==> src/rtl/rle_pkg.sv <==
// Shared types and constants for the run-length decoder.
package rle_pkg;

  typedef enum logic [2:0] {
    IDLE,
    RD_REQ,
    RD_WAIT,
    EXPAND,
    WR,
    FLUSH,
    FINISH
  } rle_state_e;

  // Bit offsets of the two (count, value) pairs inside one compressed word.
  localparam int CNT0_LSB = 0;
  localparam int VAL0_LSB = 8;
  localparam int CNT1_LSB = 16;
  localparam int VAL1_LSB = 24;

  localparam int MAX_MSG_BYTES_DEFAULT = 262144;

endpackage

==> src/rtl/rle_decode_if.sv <==
// Single-port dpsram bus: the decoder is master, the memory is slave.
// Read data is valid the cycle after the address; port_A_we = 1 marks a write.
interface rle_decode_if #(
  parameter int ADDR_W = 16
);

  logic              port_A_clk;
  logic [ADDR_W-1:0] port_A_addr;
  logic [31:0]       port_A_data_in;
  logic [31:0]       port_A_data_out;
  logic              port_A_we;

  modport master (
    output port_A_clk,
    output port_A_addr,
    output port_A_data_in,
    output port_A_we,
    input  port_A_data_out
  );

  modport slave (
    input  port_A_clk,
    input  port_A_addr,
    input  port_A_data_in,
    input  port_A_we,
    output port_A_data_out
  );

endinterface

==> src/rtl/rle_pack_buf.sv <==
// Byte-to-word packer: first pushed byte lands in [7:0]; unused upper bytes stay zero.
module rle_pack_buf (
  input  logic        clk,
  input  logic        nreset,
  input  logic        push,
  input  logic        clear,
  input  logic [7:0]  din,
  output logic [31:0] word,
  output logic        full,
  output logic        partial
);

  logic [2:0] fill;

  always_ff @(posedge clk or negedge nreset) begin
    if (!nreset) begin
      fill <= 3'd0;
      word <= 32'd0;
    end else if (clear) begin
      fill <= 3'd0;
      word <= 32'd0;
    end else if (push) begin
      word <= word | ({24'd0, din} << {fill[1:0], 3'b000});
      fill <= fill + 3'd1;
    end
  end

  assign full    = (fill == 3'd4);
  assign partial = (fill != 3'd0) && !full;

endmodule

==> src/rtl/rle_decode.sv <==
// Run-length decoder: reads (count, value) pairs from dpsram and writes the expanded bytes back.
// Define RLE_DECODE_CHECK_EN to flag zero counts and oversize output through the error output.
module rle_decode
  import rle_pkg::*;
#(
  parameter int ADDR_W        = 16,
  parameter int MAX_MSG_BYTES = MAX_MSG_BYTES_DEFAULT
) (
  input  logic         clk,
  input  logic         nreset,
  input  logic         start,
  input  logic [31:0]  rle_addr,
  input  logic [31:0]  rle_size,
  input  logic [31:0]  message_addr,
  output logic [31:0]  message_size,
  output logic         done,
  output logic         error,
  output rle_state_e   state,
  rle_decode_if.master mem
);

  logic [31:0]       rle_base;
  logic [31:0]       msg_base;
  logic [31:0]       total_pairs;
  logic [31:0]       pair_cnt;
  logic [31:0]       rd_idx;
  logic [31:0]       out_idx;
  logic [7:0]        cnt;
  logic [7:0]        val;
  logic [7:0]        p1_cnt;
  logic [7:0]        p1_val;
  logic              lane;
  logic [ADDR_W-1:0] rd_addr;
  logic [ADDR_W-1:0] wr_addr;

  logic [31:0] buf_word;
  logic        buf_full;
  logic        buf_partial;
  logic        push;
  logic        clear;
  logic        can_emit;
  logic        limit_hit;

  assign mem.port_A_clk = clk;
  assign rd_addr = ADDR_W'(rle_base + rd_idx);
  assign wr_addr = ADDR_W'(msg_base + out_idx);

  always_comb begin
    can_emit = (cnt != 8'd0) && !buf_full;
`ifdef RLE_DECODE_CHECK_EN
    limit_hit = can_emit && (message_size >= 32'(MAX_MSG_BYTES));
`else
    limit_hit = 1'b0;
`endif
    push  = (state == EXPAND) && can_emit && !limit_hit;
    clear = ((state == IDLE) && start) || ((state == EXPAND) && buf_full) ||
            (state == FLUSH);
  end

  rle_pack_buf u_pack (
    .clk     (clk),
    .nreset  (nreset),
    .push    (push),
    .clear   (clear),
    .din     (val),
    .word    (buf_word),
    .full    (buf_full),
    .partial (buf_partial)
  );

`ifndef RLE_DECODE_CHECK_EN
  assign error = 1'b0;
`endif

  // Bus outputs are registered, so they are loaded on the transition into
  // RD_REQ / WR / FLUSH and are therefore visible during that state.
  always_ff @(posedge clk or negedge nreset) begin
    if (!nreset) begin
      state              <= IDLE;
      message_size       <= 32'd0;
      done               <= 1'b0;
      mem.port_A_we      <= 1'b0;
      mem.port_A_addr    <= '0;
      mem.port_A_data_in <= 32'd0;
      rle_base           <= 32'd0;
      msg_base           <= 32'd0;
      total_pairs        <= 32'd0;
      pair_cnt           <= 32'd0;
      rd_idx             <= 32'd0;
      out_idx            <= 32'd0;
      cnt                <= 8'd0;
      val                <= 8'd0;
      p1_cnt             <= 8'd0;
      p1_val             <= 8'd0;
      lane               <= 1'b0;
`ifdef RLE_DECODE_CHECK_EN
      error              <= 1'b0;
`endif
    end else begin
      done <= 1'b0;
      case (state)
        IDLE: begin
          if (start) begin
            rle_base     <= rle_addr;
            msg_base     <= message_addr;
            total_pairs  <= rle_size >> 1;
            pair_cnt     <= 32'd0;
            rd_idx       <= 32'd0;
            out_idx      <= 32'd0;
            message_size <= 32'd0;
            cnt          <= 8'd0;
            lane         <= 1'b0;
`ifdef RLE_DECODE_CHECK_EN
            error        <= 1'b0;
`endif
            if ((rle_size >> 1) == 32'd0) begin
              state <= FINISH;
            end else begin
              state           <= RD_REQ;
              mem.port_A_addr <= ADDR_W'(rle_addr);
            end
          end
        end

        RD_REQ: state <= RD_WAIT;

        RD_WAIT: begin
          rd_idx <= rd_idx + 32'd1;
          lane   <= 1'b0;
          cnt    <= mem.port_A_data_out[CNT0_LSB +: 8];
          val    <= mem.port_A_data_out[VAL0_LSB +: 8];
          p1_cnt <= mem.port_A_data_out[CNT1_LSB +: 8];
          p1_val <= mem.port_A_data_out[VAL1_LSB +: 8];
          state  <= EXPAND;
`ifdef RLE_DECODE_CHECK_EN
          if (mem.port_A_data_out[CNT0_LSB +: 8] == 8'd0) begin
            error <= 1'b1;
            if (buf_partial) begin
              state              <= FLUSH;
              mem.port_A_we      <= 1'b1;
              mem.port_A_addr    <= wr_addr;
              mem.port_A_data_in <= buf_word;
            end else begin
              state <= FINISH;
            end
          end
`endif
        end

        EXPAND: begin
          if (buf_full) begin
            state              <= WR;
            mem.port_A_we      <= 1'b1;
            mem.port_A_addr    <= wr_addr;
            mem.port_A_data_in <= buf_word;
            out_idx            <= out_idx + 32'd1;
          end else if (limit_hit) begin
`ifdef RLE_DECODE_CHECK_EN
            error <= 1'b1;
`endif
            if (buf_partial) begin
              state              <= FLUSH;
              mem.port_A_we      <= 1'b1;
              mem.port_A_addr    <= wr_addr;
              mem.port_A_data_in <= buf_word;
            end else begin
              state <= FINISH;
            end
          end else if (cnt != 8'd0) begin
            cnt          <= cnt - 8'd1;
            message_size <= message_size + 32'd1;
          end else if (pair_cnt + 32'd1 == total_pairs) begin
            pair_cnt <= pair_cnt + 32'd1;
            if (buf_partial) begin
              state              <= FLUSH;
              mem.port_A_we      <= 1'b1;
              mem.port_A_addr    <= wr_addr;
              mem.port_A_data_in <= buf_word;
            end else begin
              state <= FINISH;
            end
          end else if (!lane) begin
            pair_cnt <= pair_cnt + 32'd1;
            lane     <= 1'b1;
            cnt      <= p1_cnt;
            val      <= p1_val;
`ifdef RLE_DECODE_CHECK_EN
            if (p1_cnt == 8'd0) begin
              error <= 1'b1;
              if (buf_partial) begin
                state              <= FLUSH;
                mem.port_A_we      <= 1'b1;
                mem.port_A_addr    <= wr_addr;
                mem.port_A_data_in <= buf_word;
              end else begin
                state <= FINISH;
              end
            end
`endif
          end else begin
            pair_cnt        <= pair_cnt + 32'd1;
            state           <= RD_REQ;
            mem.port_A_addr <= rd_addr;
          end
        end

        WR: begin
          mem.port_A_we <= 1'b0;
          state         <= EXPAND;
        end

        FLUSH: begin
          mem.port_A_we <= 1'b0;
          state         <= FINISH;
        end

        FINISH: begin
          done  <= 1'b1;
          state <= IDLE;
        end

        default: state <= IDLE;
      endcase
    end
  end

endmodule

==> src/flat_wrapper.sv <==
// flat-port wrapper written by rule: the top's interface ports become plain ports
module rle_decode_flat import rle_pkg::*;
#(
  parameter int ADDR_W        = 16,
  parameter int MAX_MSG_BYTES = MAX_MSG_BYTES_DEFAULT
)
  (clk, nreset, start, rle_addr, rle_size, message_addr, message_size, done, error, state, mem_port_A_clk, mem_port_A_addr, mem_port_A_data_in, mem_port_A_we, mem_port_A_data_out);
  rle_decode_if #(.ADDR_W(ADDR_W)) mem_i ();
  input  logic clk;
  input  logic nreset;
  input  logic start;
  input  logic [31:0] rle_addr;
  input  logic [31:0] rle_size;
  input  logic [31:0] message_addr;
  output logic [31:0] message_size;
  output logic done;
  output logic error;
  output rle_state_e state;
  output wire logic [$bits(mem_i.port_A_clk)-1:0] mem_port_A_clk;
  output wire logic [$bits(mem_i.port_A_addr)-1:0] mem_port_A_addr;
  output wire logic [$bits(mem_i.port_A_data_in)-1:0] mem_port_A_data_in;
  output wire logic [$bits(mem_i.port_A_we)-1:0] mem_port_A_we;
  input wire logic [$bits(mem_i.port_A_data_out)-1:0] mem_port_A_data_out;
  assign mem_port_A_clk = mem_i.port_A_clk;
  assign mem_port_A_addr = mem_i.port_A_addr;
  assign mem_port_A_data_in = mem_i.port_A_data_in;
  assign mem_port_A_we = mem_i.port_A_we;
  assign mem_i.port_A_data_out = mem_port_A_data_out;
  rle_decode #(.ADDR_W(ADDR_W), .MAX_MSG_BYTES(MAX_MSG_BYTES)) u_core (.clk(clk), .nreset(nreset), .start(start), .rle_addr(rle_addr), .rle_size(rle_size), .message_addr(message_addr), .message_size(message_size), .done(done), .error(error), .state(state), .mem(mem_i));
endmodule
==> config.mk <==
export PLATFORM = sky130hd
export DESIGN_NAME = rle_decode_flat
export DESIGN_NICKNAME = d
export VERILOG_FILES = /design/src/rtl/rle_pkg.sv /design/src/rtl/rle_decode_if.sv /design/src/rtl/rle_pack_buf.sv /design/src/rtl/rle_decode.sv /design/src/flat_wrapper.sv
export SDC_FILE = /design/constraint.sdc
export NUM_CORES = 1
export LEC_CHECK = 0
export CORE_UTILIZATION = 59
export DETAILED_ROUTE_END_ITERATION = 7
export PLACE_DENSITY = 0.95
export SLEW_MARGIN = 10
export SYNTH_ARGS = -nofsm -noshare
export SYNTH_HDL_FRONTEND = slang
export SYNTH_SLANG_ARGS = --single-unit
==> constraint.sdc <==
create_clock -name clk -period 12 [get_ports clk]
set_input_delay 1.2 -clock clk [delete_from_list [all_inputs] [get_ports clk]]
set_output_delay 1.2 -clock clk [all_outputs]
set_load 0.1 [all_outputs]
After elaboration in Yosys (flattened, before gate mapping):

Cells that the tools add are included.

* $add $sub $neg: 8
* multiply operators: 0
* div/mod/pow operators: 0
* magnitude comparators: 0
* eq/ne operators: 24
* shift operators: 1
* mux-type cells: 56
* bitwise gates (word level): 1
* reduce and logical (&&, ||, !) cells: 34

Operators by type and width (count)
* $mux 32: 12
* $pmux 32 s2: 4
* $add 32x1->32 const B: 4
* $mux 16: 7
* $mux 8: 9
* $add 16x16->16: 2
* $eq 32x31->1: 1
* $logic_not 32->1: 1
* $or 32x32->32: 1
* $pmux 16 s2: 1
* $shl 8x5->32: 1
* $mux 3: 8
* $pmux 8 s3: 1
* $pmux 8 s2: 1
* $reduce_and 4->1: 4
* $pmux 3 s5: 1
* $reduce_and 5->1: 3
* $reduce_bool 2->1: 7
* $eq 3x3->1 const B: 4
* $ne 2x2->1 const B: 6
* $mux 1: 9
* $ne 3x2->1 const B: 3
* $ne 4x2->1 const B: 2
* $reduce_bool 8->1: 1
* other kinds (19): 31

* flip-flop bits (word level): 312
* bits in latches: 0
* memory bits (writable): 0
* ROM bits: 0
* input bits: 131
* word-level logic and storage cells: 143
* memories: 0

Logic depth before layout (Yosys ltp):

Gate-level depths: netlist (run 1).

* word-level depth: 8
* depth in mapped cells: 13
* mapped depth without buffers: 12

Cells and area by module:

A second synthesis (run 1) with hierarchy kept.

* cell total of the unflattened synthesis: 1708
* area, all modules: 15537.4 µm²

By module, submodules not included
* rle_decode: times used 1, cells an instance 1559, area each 13930.9 µm²
* rle_pack_buf: times used 1, cells an instance 149, area each 1606.5 µm²

==> metrics, run 1 <==
status=finished clean; Synth Instances=around 1600; Worst-Skew Late Latency=around 0.67 ns; Switch Pwr=between 2 and 2.5 mW; worst path required time=~11 ns; HP Class=register to register; Die Ht=between 150 and 200 um; CORE AREA=about 0.025 mm2; Slew HR=17.1%; post-route setup slack=~3.6 ns; largest net degree at the start of global routing=170; Max Slew Vio Count=0; # setup viols final=0; Mapped Area=between 0.01 and 0.015 mm2; Switching Fraction=45.5%; vias=roughly 13000; first-pass GRT wire length=between 60000 and 70000 um; Startpoint Class=clock port; data arrival time of the worst path=roughly 7.2 ns; Nets=~1900; Starting Density=roughly three fifths; post-synth cell types=76; Top FF cell, synth=dfrtp_1; Worst-path clk slew=0.06 ns; Most common cell on crit path=clkbuf_16; Detail Route Antenna Nets=0; Final Core Density=roughly three quarters; number of flops mapped to enable cells by yosys=0; cts hold-fix bufs=0; Static Leak=approximately 8.1 nW; CP Class=clock port to output pin; top-area cell type share of the netlist area=between 40 and 50%; cell taking the most area after synthesis=dfrtp_1; final wirelength=41700 um; all-layer global routing usage=between 30% and 40%; grt ovf=0; skew final=0.00785 ns; Synth-to-Final Area Change=21.1%; Post-CTS Setup Repair Bufs=0; PostCTS Resize Cnt=0; vias in the first global route=roughly 13000; slowest stage delay, CP=between 0.9 and 1 ns; drt wl/cell=19.8 um; TritonRoute pass-1 iters=8; sequence of cells on the critical path=clkbuf_16, clkbuf_16, clkdlybuf4s50_1; CTS tree=done; setup_tns=0 ns; initial DRC count=roughly 1500; maximum VDD drop=roughly 310 uV; die area=about 0.026 mm2; antenna violations before repair=2; register area share after synthesis=47.1%; Cell Rows=57; Post-Place Worst Slack=between 3 and 4 ns; hpwl dp=around 28000 um; share of cells above drive strength 1=between 7 and 8%; Worst-Margin Slew=around 1.2 ns; cell-internal power=around 2.7 mW; MaxCap Viol Count=0; top cells by area, synth=dfrtp_1, nand2_1, xor2_1; Ports=approximately 220; Slowest-stage cell, CP=clkdlybuf4s50_1; Power Density=roughly 280 mW/mm2; Final Hold Fails=0; RSZ-0062 raised after global routing=false; sequential power share=between 30% and 40%; die width=about 160 um; vias per cell=6.26; Post-Syn Nets=about 1800; filler instances=roughly 1700; DRC Markers=0; CP endpoint kind=output pin; FFs w/ async S/R, synth=100%; combinational group share of total power=between 40 and 50%; FF+latch count, synth=280; Crit Path Max Fanout=2; Mean Syn Cell Area=9.20 um2; Ys Warns=0; IO Port Bufs=183; GPL Wtd Cong=0.922; Clock power frac=between 20 and 25%
[placed cells by master, fill, tap and decap left out, types with 20 or more instances in the layout]
master | netlist | layout
nand2_1 | 325 | 325
nor2_1 | 116 | 114
clkbuf_16 | 0 | 34
clkdlybuf4s50_1 | 0 | 182
o22ai_1 | 20 | 20
o21ai_0 | 102 | 101
mux2_2 | 40 | 40
inv_1 | 35 | 35
nor3_1 | 42 | 42
nand4_1 | 22 | 22
a31oi_1 | 22 | 21
and3_1 | 31 | 31
a22o_1 | 36 | 36
xnor2_1 | 44 | 44
nand3_1 | 63 | 63
xor2_1 | 61 | 61
dfrtp_1 | 280 | 280
o31ai_1 | 21 | 21
nor4_1 | 23 | 22
ha_1 | 38 | 38
a21oi_1 | 51 | 51
[cell families after synthesis]
family,share of synthesized area [%]
simple gates,21.7
compound gates,14.1
flops,47.1
buf+inv,3.27
xor+xnor,6.18
mux,4.19
fa+ha+maj,3.46
other cells,0.0252
[power by group through the flow]
| stage | registers (mW) | logic [mW] | clock network [mW] |
|---|---|---|---|
| 2_1_floorplan | 2.18 | 1.05 | 0.0315 |
| 6_report | 1.65 | 2.24 | 1.08 |
| 3_5_place_dp | 1.64 | 2.19 | 0.0327 |
| 5_1_grt | 1.69 | 2.38 | 1.13 |
| 4_1_cts | 1.63 | 2.22 | 1.08 |
| 3_3_place_gp | 1.62 | 2.12 | 0.0327 |
[sequential cells by signal, summed over array words and instances, names as in the netlist]
register                   cells
u_core.mem.port_A_data_in     32
u_core.message_size           32
u_core.pair_cnt               32
u_core.u_pack.word            32
u_core.total_pairs            31
u_core.mem.port_A_addr        16
u_core.msg_base               16
u_core.out_idx                16
u_core.rd_idx                 16
u_core.rle_base               16
u_core.cnt                     8
u_core.p1_cnt                  8
u_core.p1_val                  8
u_core.val                     8
u_core.state                   3
u_core.u_pack.fill             3
u_core.done                    1
u_core.lane                    1
u_core.mem.port_A_we           1
[Yosys cell counts (4+ instances only)]
cell type and n:
xor2_1 61, o21ai_0 102, o221ai_1 4, or2_2 11, mux2i_1 15, and4_1 8
nor4_1 23, a211oi_1 11, o21a_1 7, o41ai_1 5, a22o_1 36, buf_4 4
and2_1 5, o22ai_1 20, dfrtp_1 280, clkbuf_1 60, or3_1 6, ha_1 38
buf_2 10, nand4_1 22, xnor2_1 44, nor3_1 42, nand2b_1 9, nand3_1 63
o211ai_1 5, mux2_2 40, nand2_1 325, a21o_1 4, o31ai_1 21, and3_1 31
inv_1 35, or4_1 5, nor2b_1 4, nor2_1 116, a31o_2 4, a31oi_1 22
a21oi_1 51, nand3b_1 7
[final cells by class]
type                            instances  area [um2]  share of cell area [%]
Multi-Input combinational cell       1221        7410                    41.1
Timing Repair Buffer                  191        1910                    10.6
Clock buffer                           48         980                    5.44
Sequential cell                       280        7010                    38.9
Inverter                               35         131                   0.729
Clock inverter                         10         178                   0.986
Antenna cell                            1        2.50                  0.0139
Tap cell                              324         405                    2.25
[critical path, delay by kind of cell]
family	cells	cell delay, ns
buffers and inverters	3	1.20
[layer usage]
| layer | track usage (%) | vias up | part of all wire (%) |
|---|---|---|---|
| li1 | - | 6010 | - |
| met1 | 42.8 | 6377 | 40 |
| met2 | 52.4 | 675 | 47 |
| met3 | 6.51 | 151 | 8.5 |
| met4 | 14.3 | 0 | 4.2 |
| met5 | 0 | - | 0 |
[stage by stage]
step	std cells	power [mW]	hold WS, ns	instance area, um2
2_1_floorplan	1617	3.27	0.446	14900
3_3_place_gp	2052	3.77	0.459	16900
3_5_place_dp	2052	3.86	0.464	16900
4_1_cts	2109	4.94	0.484	18000
5_1_grt	2110	5.19	0.513	18000
6_report	2110	4.96	0.483	18000
[worst paths after layout]
path	from	to	slack, ns	cells past startpoint
setup / recovery	clk	mem_port_A_clk	3.60	3
hold / removal	u_core.rle_base[5]	u_core.rle_base[5]	0.48	2
setup reg to reg	u_core.pair_cnt[4]	u_core.mem.port_A_data_in[11]	6.66	9
hold reg to reg	u_core.rle_base[5]	u_core.rle_base[5]	0.48	2
max in group asynchronous	nreset	u_core.total_pairs[13]	10.01	2
min in group asynchronous	nreset	u_core.msg_base[9]	0.61	1
(Power assumes the default switching activity.)
==> run 2, diff against run 1 <==
--- a/config.mk
+++ b/config.mk
@@ -5,9 +5,9 @@
 export SDC_FILE = /design/constraint.sdc
 export NUM_CORES = 1
 export LEC_CHECK = 0
-export CORE_UTILIZATION = 59
+export CORE_UTILIZATION = 50
 export DETAILED_ROUTE_END_ITERATION = 7
-export PLACE_DENSITY = 0.95
+export PLACE_DENSITY = 0.88
 export SLEW_MARGIN = 10
 export SYNTH_ARGS = -nofsm -noshare
 export SYNTH_HDL_FRONTEND = slang
==> constraint.sdc (replaced) <==
create_clock -name clk -period 7.2 [get_ports clk]
set_input_delay 0.72 -clock clk [delete_from_list [all_inputs] [get_ports clk]]
set_output_delay 0.72 -clock clk [all_outputs]
set_load 0.1 [all_outputs]
==> run 2 against run 1 <==
Against the previous run:
- die area up 18%
- highest routed layer unchanged
- critical endpoint unchanged
- cell count increased by 2.9%
- wire length decreased by 3.6%
- the flow now finishes with violations (hold timing)
==> metrics, run 2 (synthesized netlist as in run 1, its figures left out) <==
CP Class=clock port to output pin; HP Class=primary input to asynchronous set/reset pin; IO Port Bufs=183 (unchanged); share of cells above drive strength 1=7.61% (+0.047 points); final wirelength=40200 um (-3.6%); DRC Markers=0 (unchanged); CP endpoint kind=output pin; Nets=1937 (+0.16%); Worst-Skew Late Latency=0.69 ns (+0.02 ns); Power Density=451 mW/mm2 (+64%); vias=12900 (-2.3%); worst path required time=6.48 ns (-4.32 ns); CORE AREA=0.0290 mm2 (+18%); Post-CTS Setup Repair Bufs=0 (unchanged); Detail Route Antenna Nets=0 (unchanged); setup slack, reg-to-reg=2.05 ns (-4.61 ns); TritonRoute pass-1 iters=7 (-1); vias per cell=5.94 (-5.1%); drt wl/cell=18.5 um (-6.4%); most frequent cells in the layout=nand2_1, dfrtp_1, clkdlybuf4s50_1, nor2_1, o21ai_0; hpwl dp=28200 um (+0.55%); largest net degree at the start of global routing=81 (-52%); total power=8.14 mW (+64%); Synth-to-Final Area Change=21.3%; Final Hold Fails=6 (+6); RSZ-0062 raised after global routing=false; maximum VDD drop=543 uV (+75%); Static Leak=8.10 nW (-0.40%); initial DRC count=1372 (-11%); Ports=218 (unchanged); GPL Wtd Cong=0.930 (+0.92%); Max Slew Vio Count=0 (unchanged); most common cell after layout, fill and taps aside=nand2_1; PostCTS Resize Cnt=0 (unchanged); Starting Density=51.3% (-9.4 points); Die Ht=175 um (+8.5%); violated checks=hold timing; first-pass GRT wire length=65900 um (-2.7%); Worst-path clk slew=0.06 ns (about the same); setup_tns=0 ns (unchanged); final hold slack=-0.0343 ns (-0.517 ns); all-layer global routing usage=26.7% (-5.8 points); MaxCap Viol Count=0 (unchanged); status=finished with violations; antenna violations before repair=1 (-1); vias in the first global route=12800 (-3.5%); die area=0.0305 mm2 (+18%); grt ovf=0 (unchanged); skew final=0.0127 ns (+0.00489 ns); Crit Path Max Fanout=2 (unchanged); # setup viols final=0 (unchanged); die width=175 um (+8.5%); Slew HR=18.8% (+1.7 points); data arrival time of the worst path=4.80 ns (-2.40 ns); cts hold-fix bufs=0 (unchanged); Worst-Margin Slew=1.22 ns (-0.0256 ns); Startpoint Class=clock port; Cell Rows=62 (+8.8%); CTS tree=done
[run 2: cell count changes in the layout (fill, tap and decap cells not counted), sizes merged]
cell	delta
bufinv	-1
clkinvlp	+2
buf	+3
clkbuf	-5
clkinv	+3
[run 2: power breakdown]
group | switching (mW) | internal (mW)
registers | 0.588 | 2.14
logic | 2.45 | 1.25
clock network | 0.702 | 1.01
[run 2: path summary, 6_finish.rpt]
check / from / depth (start not counted) / endpoint
setup reg to reg: u_core.pair_cnt[4] / 9 / u_core.mem.port_A_data_in[19]
hold / removal: nreset / 1 / u_core.out_idx[8]
setup / recovery: clk / 3 / mem_port_A_clk
max in group asynchronous: nreset / 2 / u_core.total_pairs[2]
hold reg to reg: u_core.p1_val[0] / 2 / u_core.p1_val[0]
min in group clk: u_core.p1_val[0] / 2 / u_core.p1_val[0]
[run 2: cell type report]
cell class              count  area [um2]
well taps                 384         480
multi-input cells        1221        7410
fillers                  2395       11000
clock inverters            14         203
clock buffers              43         890
repair buffers            194        1920
flip-flops and latches    280        7010
inverters                  35         131
diodes                      1        2.50
[run 2: per-layer routing]
layer / wire length [um] / global-route usage, % / part of all wire, %
met1: 17600 / 37.6 / 44
met2: 18400 / 41.2 / 46
met3: 3010 / 4.66 / 7.5
met4: 1190 / 10.1 / 3.0
met5: 0 / 0 / 0
[run 2: worst max-delay path: stages]
cell             delay [ns]
clkbuf_16              0.12
clkbuf_16              0.13
clkdlybuf4s50_1        0.95
[run 2: through the flow]
step	worst slack [ns]	utilization [%]	hold WS (ns)	cells	area [um2]
5_1_grt	1.66	62.2	0.0234	2172	18000
2_1_floorplan	2.67	-	0.424	1617	14900
4_1_cts	1.67	62.2	0.00464	2171	18000
3_5_place_dp	1.94	58.5	0.466	2115	17000
6_report	1.68	62.2	-0.0343	2172	18000
3_3_place_gp	1.94	58.5	0.458	2115	17000
